--- config.mk ---
export PLATFORM = sky130hd
export DESIGN_NAME = cnt_ctrl
export DESIGN_NICKNAME = d
export VERILOG_FILES = /design/src/rtl/cnt_ctrl_pkg.sv /design/src/rtl/cnt_ctrl_btn_debounce.sv /design/src/rtl/cnt_ctrl.sv
export SDC_FILE = /design/constraint.sdc
export NUM_CORES = 1
export LEC_CHECK = 0
export CAP_MARGIN = 20
export CORE_AREA = 3 3 59 61
export CTS_CLUSTER_DIAMETER = 80
export DETAILED_ROUTE_END_ITERATION = 12
export DIE_AREA = 0 0 62 64
export DONT_BUFFER_PORTS = 1
export PLACE_DENSITY_LB_ADDON = 0.25
export SLEW_MARGIN = 20
export SYNTH_ARGS = -nofsm -noshare
export SYNTH_HDL_FRONTEND = slang
export SYNTH_SLANG_ARGS = --single-unit
--- constraint.sdc ---
create_clock -name clk -period 4.6 [get_ports clk]
set_clock_uncertainty 0.2 [all_clocks]
set_input_delay 0.92 -clock clk [delete_from_list [all_inputs] [get_ports clk]]
set_output_delay 0.92 -clock clk [all_outputs]
set_load 0.005 [all_outputs]
--- src/rtl/cnt_ctrl_pkg.sv ---
// Shared types and defaults for the run/pause/clear counter controller.
// State encoding is fixed because it is visible on the state output port.
package cnt_ctrl_pkg;

  typedef enum logic [1:0] {
    IDLE  = 2'd0,
    RUN   = 2'd1,
    PAUSE = 2'd2,
    DONE  = 2'd3
  } state_t;

  localparam int         DB_CYCLES_DEF = 4;
  localparam int         TICK_DIV_DEF  = 10;
  localparam logic [3:0] STOP_VAL_DEF  = 4'd9;

  // Counter width able to hold 0..n-1, never narrower than one bit.
  function automatic int cnt_width(input int n);
    return (n > 1) ? $clog2(n) : 1;
  endfunction

endpackage

--- src/rtl/cnt_ctrl_btn_debounce.sv ---
// Button conditioning: 2-flop synchronizer, stable-sample debouncer and
// rising-edge press pulse, with presses ignored until a released level is seen.
module btn_debounce
  import cnt_ctrl_pkg::*;
#(
  parameter int DB_CYCLES = DB_CYCLES_DEF
) (
  input  logic clk,
  input  logic rst_n,
  input  logic btn,
  output logic press
);

  localparam int            CW      = cnt_width(DB_CYCLES + 1);
  localparam logic [CW-1:0] CNT_MAX = CW'(DB_CYCLES);

  logic          sync1_q;
  logic          sync2_q;
  logic [1:0]    vld_q;
  logic          smp_q;
  logic [CW-1:0] cnt_q;
  logic [CW-1:0] cnt_d;
  logic          accept;
  logic          level_q;
  logic          level_prev_q;
  logic          armed_q;

  // NOTE: sequential state is written with non-blocking (<=) so every flop samples pre-edge values.
  // NOTE: all flops here are reset; there is no memory array that could be left unreset.
  always_ff @(posedge clk or negedge rst_n) begin
    if (!rst_n) begin
      sync1_q <= 1'b0;
      sync2_q <= 1'b0;
      vld_q   <= 2'b00;
    end else begin
      sync1_q <= btn;
      sync2_q <= sync1_q;
      vld_q   <= {vld_q[0], 1'b1};
    end
  end

  // NOTE: cnt_d and accept get defaults first so no path through the block infers a latch.
  always_comb begin
    cnt_d  = CW'(1);
    accept = 1'b0;
    if (sync2_q == smp_q) begin
      cnt_d = (cnt_q == CNT_MAX) ? cnt_q : cnt_q + 1'b1;
    end
    accept = vld_q[1] && (cnt_d == CNT_MAX);
  end

  // vld_q[1] marks sync2_q as holding a real sample rather than its reset value,
  // so a button held through reset cannot be mistaken for a released one.
  always_ff @(posedge clk or negedge rst_n) begin
    if (!rst_n) begin
      smp_q        <= 1'b0;
      cnt_q        <= '0;
      level_q      <= 1'b0;
      level_prev_q <= 1'b0;
      armed_q      <= 1'b0;
    end else begin
      level_prev_q <= level_q;
      if (vld_q[1]) begin
        smp_q <= sync2_q;
        cnt_q <= cnt_d;
        if (accept) begin
          level_q <= sync2_q;
          if (!sync2_q) begin
            armed_q <= 1'b1;
          end
        end
      end
    end
  end

  assign press = level_q & ~level_prev_q & armed_q;

endmodule

--- src/rtl/cnt_ctrl.sv ---
// Run/pause/clear controller producing count-enable and clear pulses for a 4-bit counter.
// Define CNT_CTRL_AUTOSTOP_EN to stop in DONE once the counter reaches STOP_VAL.
module cnt_ctrl
  import cnt_ctrl_pkg::*;
#(
  parameter int         DB_CYCLES = DB_CYCLES_DEF,
  parameter int         TICK_DIV  = TICK_DIV_DEF,
  parameter logic [3:0] STOP_VAL  = STOP_VAL_DEF
) (
  input  logic       clk,
  input  logic       reset,
  input  logic       btn_start,
  input  logic       btn_clr,
  input  logic [3:0] cnt_val,
  output logic       cnt_en,
  output logic       cnt_clr,
  output logic [1:0] state,
  output logic       running
);

  localparam int            PW       = cnt_width(TICK_DIV);
  localparam logic [PW-1:0] PRESC_TC = PW'(TICK_DIV - 1);

  logic          start_press;
  logic          clr_press;
  state_t        state_q;
  state_t        state_d;
  logic [PW-1:0] presc_q;
  logic          presc_tc;
  logic          autostop;
  logic          cnt_clr_d;

  btn_debounce #(.DB_CYCLES(DB_CYCLES)) u_start (
    .clk   (clk),
    .rst_n (reset),
    .btn   (btn_start),
    .press (start_press)
  );

  btn_debounce #(.DB_CYCLES(DB_CYCLES)) u_clr (
    .clk   (clk),
    .rst_n (reset),
    .btn   (btn_clr),
    .press (clr_press)
  );

  assign presc_tc = (presc_q == PRESC_TC);

`ifdef CNT_CTRL_AUTOSTOP_EN
  assign autostop = cnt_en && (cnt_val == STOP_VAL - 4'd1);
`else
  logic unused_cfg;
  assign unused_cfg = ^{cnt_val, STOP_VAL};
  assign autostop   = 1'b0;
`endif

  always_ff @(posedge clk or negedge reset) begin
    if (!reset) begin
      state_q <= IDLE;
    end else begin
      state_q <= state_d;
    end
  end

  // clr outranks every other event; a terminal tick outranks a pause request.
  always_comb begin
    state_d = state_q;
    case (state_q)
      IDLE: begin
        if (start_press) state_d = RUN;
      end
      RUN: begin
        if (clr_press)        state_d = IDLE;
        else if (autostop)    state_d = DONE;
        else if (start_press) state_d = PAUSE;
      end
      PAUSE: begin
        if (clr_press)        state_d = IDLE;
        else if (start_press) state_d = RUN;
      end
      DONE: begin
        if (clr_press || start_press) state_d = IDLE;
      end
      default: state_d = IDLE;
    endcase
  end

  always_comb begin
    running   = (state_q == RUN);
    cnt_en    = (state_q == RUN) && presc_tc;
    cnt_clr_d = (state_d == IDLE) && (state_q != IDLE);
  end

  // The prescaler only advances while staying in RUN, so a pause resumes at the
  // exact phase it left and leaving for IDLE/DONE lands on zero.
  always_ff @(posedge clk or negedge reset) begin
    if (!reset) begin
      presc_q <= '0;
      cnt_clr <= 1'b0;
    end else begin
      cnt_clr <= cnt_clr_d;
      if ((state_d == IDLE) || (state_d == DONE)) begin
        presc_q <= '0;
      end else if ((state_q == RUN) && (state_d == RUN)) begin
        presc_q <= presc_tc ? '0 : presc_q + 1'b1;
      end
    end
  end

  assign state = state_q;

endmodule

# == Yosys cells after proc, flatten, opt, wreduce, memory -nomap -nowiden ==
# Index checks and enable logic that the tools add are counted.
# op_classes
addsub,3
n_reduce_logical,15
bitwise,8
n_mux,13
eq_ne,12
# op_table
operator,count
== test 3 bit (second input constant),4
two-way mux 3 bit,4
two-way mux 4 bit,3
two-way mux 2 bit,5
one-hot mux 2 bit (4 select lines),1
adder 3 x 1 -> 3 bit (second input constant),2
== test 2 bit (second input constant),3
AND reduction 3 bit,2
logical AND 1 bit,5
adder 4 x 1 -> 4 bit (second input constant),1
AND 1 bit,4
== test 2 x 1 -> 1 bit (second input constant),2
== test 4 bit (second input constant),1
logical NOT 2 bit,2
inverter 1 bit,4
AND reduction 2 bit,2
nonzero test 2 bit,2
== test 1 bit,2
logical OR 1 bit,2
# totals
output_inout_bits,5
wordCells,70
regBits,29

# == Depth between registers and ports, before layout ==
# logic_depth
word_depth,10
ltp_mapped,9
ltp_nobuf,9

# == Cells and area by module ==
# From an unflattened synthesis, not the netlist that was laid out.
# hier_totals
hier_cells,110
hier_area_um2,1288.7
# by_module_without_submodules
mod,cells_per_inst,instances,area_per_inst_um2
btn_debounce,34,2,439.2
cnt_ctrl,42,1,410.4

# == Worst setup path after synthesis ==
# Ideal clock, no wire load.
# synth_timing
path_type,register to output
start,register presc_q[1]
end,output cnt_en
slack_ns,2.543
t_arrival_ns,0.937
n_path_buf,0
t_required_ns,3.480
path_stages_with_launch,5
path_cell_list,dfrtp_1 > inv_1 > ha_1 > nand3b_1 > nor3b_1
# synth_between
elab_chain_len,2
# synth_lines
item,line,rtl
start: declaration,cnt_ctrl.sv:28,logic [PW-1:0] presc_q;
start signal: assignment,cnt_ctrl.sv:105,presc_q <= presc_tc ? '0 : presc_q + 1'b1;
== test 4 bit,cnt_ctrl.sv:47,assign presc_tc = (presc_q == PRESC_TC);
logical AND 1 bit,cnt_ctrl.sv:90,cnt_en = (state_q == RUN) && presc_tc;
end: declaration,cnt_ctrl.sv:15,"output logic cnt_en,"
# Every way passes these cells.

# == Final worst setup path ==
# Ends and elaborated chain as after synthesis.

==> flow_summary.json <==
{
  "port_buffers": 0,
  "hp-class": "in2async",
  "dr.pass1.iters": 4,
  "area_growth_pct": 6.39,
  "grt_max_degree": 28,
  "drc": 0,
  "hold_violations": 0,
  "max_stage_delay_ns": 0.44,
  "synth_nets": 130,
  "cts.repair.resized": 0,
  "start_kind": "flip-flop",
  "path_cells": "inv_1 -> ha_1 -> nand3b_1 -> nor3b_1",
  "arrival_ns": 1.42,
  "cp_num_cells": 4,
  "reg2reg_depth": 8,
  "post_dp_cell_area_um2": 1320,
  "ioPinCount": 13,
  "grt_pass1_wl_um": 3120,
  "clock-sinks": 27,
  "grt-ovfl-total": 0,
  "initial_core_util_pct": 42.1,
  "drive_gt1_share_pct": 7.69,
  "clk_pin_slew_ns": 0.15,
  "ys_seq_elements": 27,
  "outcome": "finished clean",
  "wl_um": 1740,
  "slew_viol_final": 0,
  "die_y_um": 64,
  "cts_tree": "done",
  "nNetsFinal": 134,
  "cp_num_buf_inv": 1,
  "rsz0062_at_grt": "no",
  "ys_types": 35,
  "hpwl_um": 1290,
  "root_buffer": "clkbuf_4",
  "vias": 782,
  "synth_edf_count": 0,
  "setup_slack_ns": 2.06,
  "num_antenna_cells": 0,
  "core_um2": 3030,
  "max_freq_mhz": 394,
  "wl_per_cell_um": 10.8,
  "die_width_um": 62,
  "critPathKind": "reg2out",
  "gp_congestion": 0.767,
  "ys_warn_count": 0,
  "power.total_mw": 0.645,
  "ys_seq_area_share_pct": 53.0,
  "drv.max_cap_violation_count": 0,
  "ir_drop_mv": 0.180,
  "tns_ns": 0,
  "ant_nets": 0,
  "viasPerCell": 4.86,
  "period_needed_ns": 2.54,
  "grt_pass1_vias": 745,
  "crit_slowest_cell": "dfrtp_1",
  "fill_cells": 288,
  "clk_path_buf_depth": 2,
  "die_area_um2": 3970,
  "p_leak_nw": 0.616,
  "dominantRegCellSynth": "dfrtp_1",
  "cts_setup_buffers": 0,
  "dp_slack_ns": 2.43,
  "rows": 20,
  "antenna_found_initial": 0,
  "timing.rr.start": "state[0]",
  "cp.required_ns": 3.48,
  "end_kind": "output pin",
  "htreeDepth": 1,
  "drt_iter0_markers": 22,
  "clock_latency_ns": 0.32,
  "postSynthAreaPerCell_um2": 11.2,
  "hold_buffers": 0,
  "async_flop_share_pct": 100,
  "utilization_pct": 44.8,
  "timing.final.crit_share_pct": 55.2,
  "worstPathMaxFanout": 4,
  "synthCells": 114,
  "crit_start": "presc_q[1]",
  "powerDensity_nw_per_um2": 476,
  "finish.instance_area_um2": 1360,
  "grtUsageTotal_pct": 10.5,
  "setup_viol": 0,
  "synth_area_um2": 1270,
  "cts_made_buffers": 3,
  "critPathTopFamily": "flip-flops"
}
## power by group
group          switching [mW]  internal (mW)
sequential             0.0575          0.296
combinational          0.0944         0.0899
clock                  0.0718         0.0354
total                   0.224          0.421
## state kept, by name (all words and copies together), names as in the netlist
name                  count
presc_q                   4
u_clr.cnt_q               3
u_start.cnt_q             3
state                     2
u_clr.vld_q               2
cnt_clr                   1
u_clr.armed_q             1
u_clr.level_prev_q        1
u_clr.level_q             1
u_clr.smp_q               1
u_clr.sync1_q             1
u_clr.sync2_q             1
u_start.armed_q           1
u_start.level_prev_q      1
u_start.level_q           1
u_start.smp_q             1
u_start.sync1_q           1
u_start.sync2_q           1
## worst paths after layout
kind                                    end  slack, ns
setup / recovery                     cnt_en       2.06
min in group clk            u_start.sync2_q       0.17
setup reg to reg                 presc_q[1]       2.47
hold reg to reg             u_start.sync2_q       0.17
hold / removal             u_start.cnt_q[2]       0.06
max in group asynchronous    u_clr.vld_q[1]       4.06
## placed cells by master (no fill, tap or decap), types with 4 or more instances in the layout
cell	count
nand3b_1	4
a21oi_1	9
inv_1	9
nand2_1	5
ha_1	8
dfrtp_1	27
nor2_1	7
## layer usage
layer | vias up | GRT usage, % | wire [µm]
li1 | 408 | - | -
met1 | 367 | 13.6 | 944
met2 | 5 | 15.8 | 738
met3 | 2 | 2.63 | 41
met4 | 0 | 5.57 | 18
met5 | - | 0 | 0
## through the flow
stage / hold slack [ns] / cells
4_1_cts: 0.0403 / 161
3_3_place_gp: 0.133 / 157
6_report: 0.0631 / 161
3_5_place_dp: 0.137 / 157
2_1_floorplan: 0.131 / 114
5_1_grt: 0.0104 / 161
## synthesized netlist by cell type, types with 3 or more instances
| cell | instances | area share [%] |
|---|---|---|
| dfrtp_1 | 27 | 53 |
| a21oi_1 | 9 | 3.5 |
| inv_1 | 9 | 2.7 |
| ha_1 | 8 | 7.9 |
| nor2_1 | 7 | 2.1 |
| nand2_1 | 5 | 1.5 |
| nand3b_1 | 4 | 2.4 |
| mux2i_1 | 3 | 2.4 |
| nand3_1 | 3 | 1.2 |
| nor2b_1 | 3 | 1.5 |
| nor3b_1 | 3 | 1.8 |
## cell families (layout without fill, tap and decap cells)
kind of cell / Yosys count / count (layout) / share of synthesized area (%)
multiplexers: 7 / 7 / 5.89
AO/OA/AOI/OAI: 26 / 26 / 13.9
adder cells (fa/ha/maj): 8 / 8 / 7.86
other: 1 / 1 / 0.294
AND/OR/NAND/NOR: 33 / 33 / 14.5
buffers and inverters: 10 / 13 / 3.04
XOR/XNOR: 2 / 2 / 1.38
flip-flops: 27 / 27 / 53.0
## worst register-to-register path: stages (launching register included)
cell and delay (ns):
dfrtp_1 0.52, nor2b_1 0.28, mux2i_1 0.09, or2_1 0.26, ha_1 0.22, nand3b_1 0.20, nor3b_1 0.08, a21oi_1 0.13
nor2_1 0.05
## layout make-up
cell class,count,area [µm²],area share (%)
Sequential cell,27,676,49.9
Multi-Input combinational cell,77,559,41.3
Tap cell,44,55.1,4.06
Inverter,9,33.8,2.49
Clock buffer,3,22.5,1.66
Clock inverter,1,8.76,0.646
No activity file was read; power rests on OpenSTA's default activity.
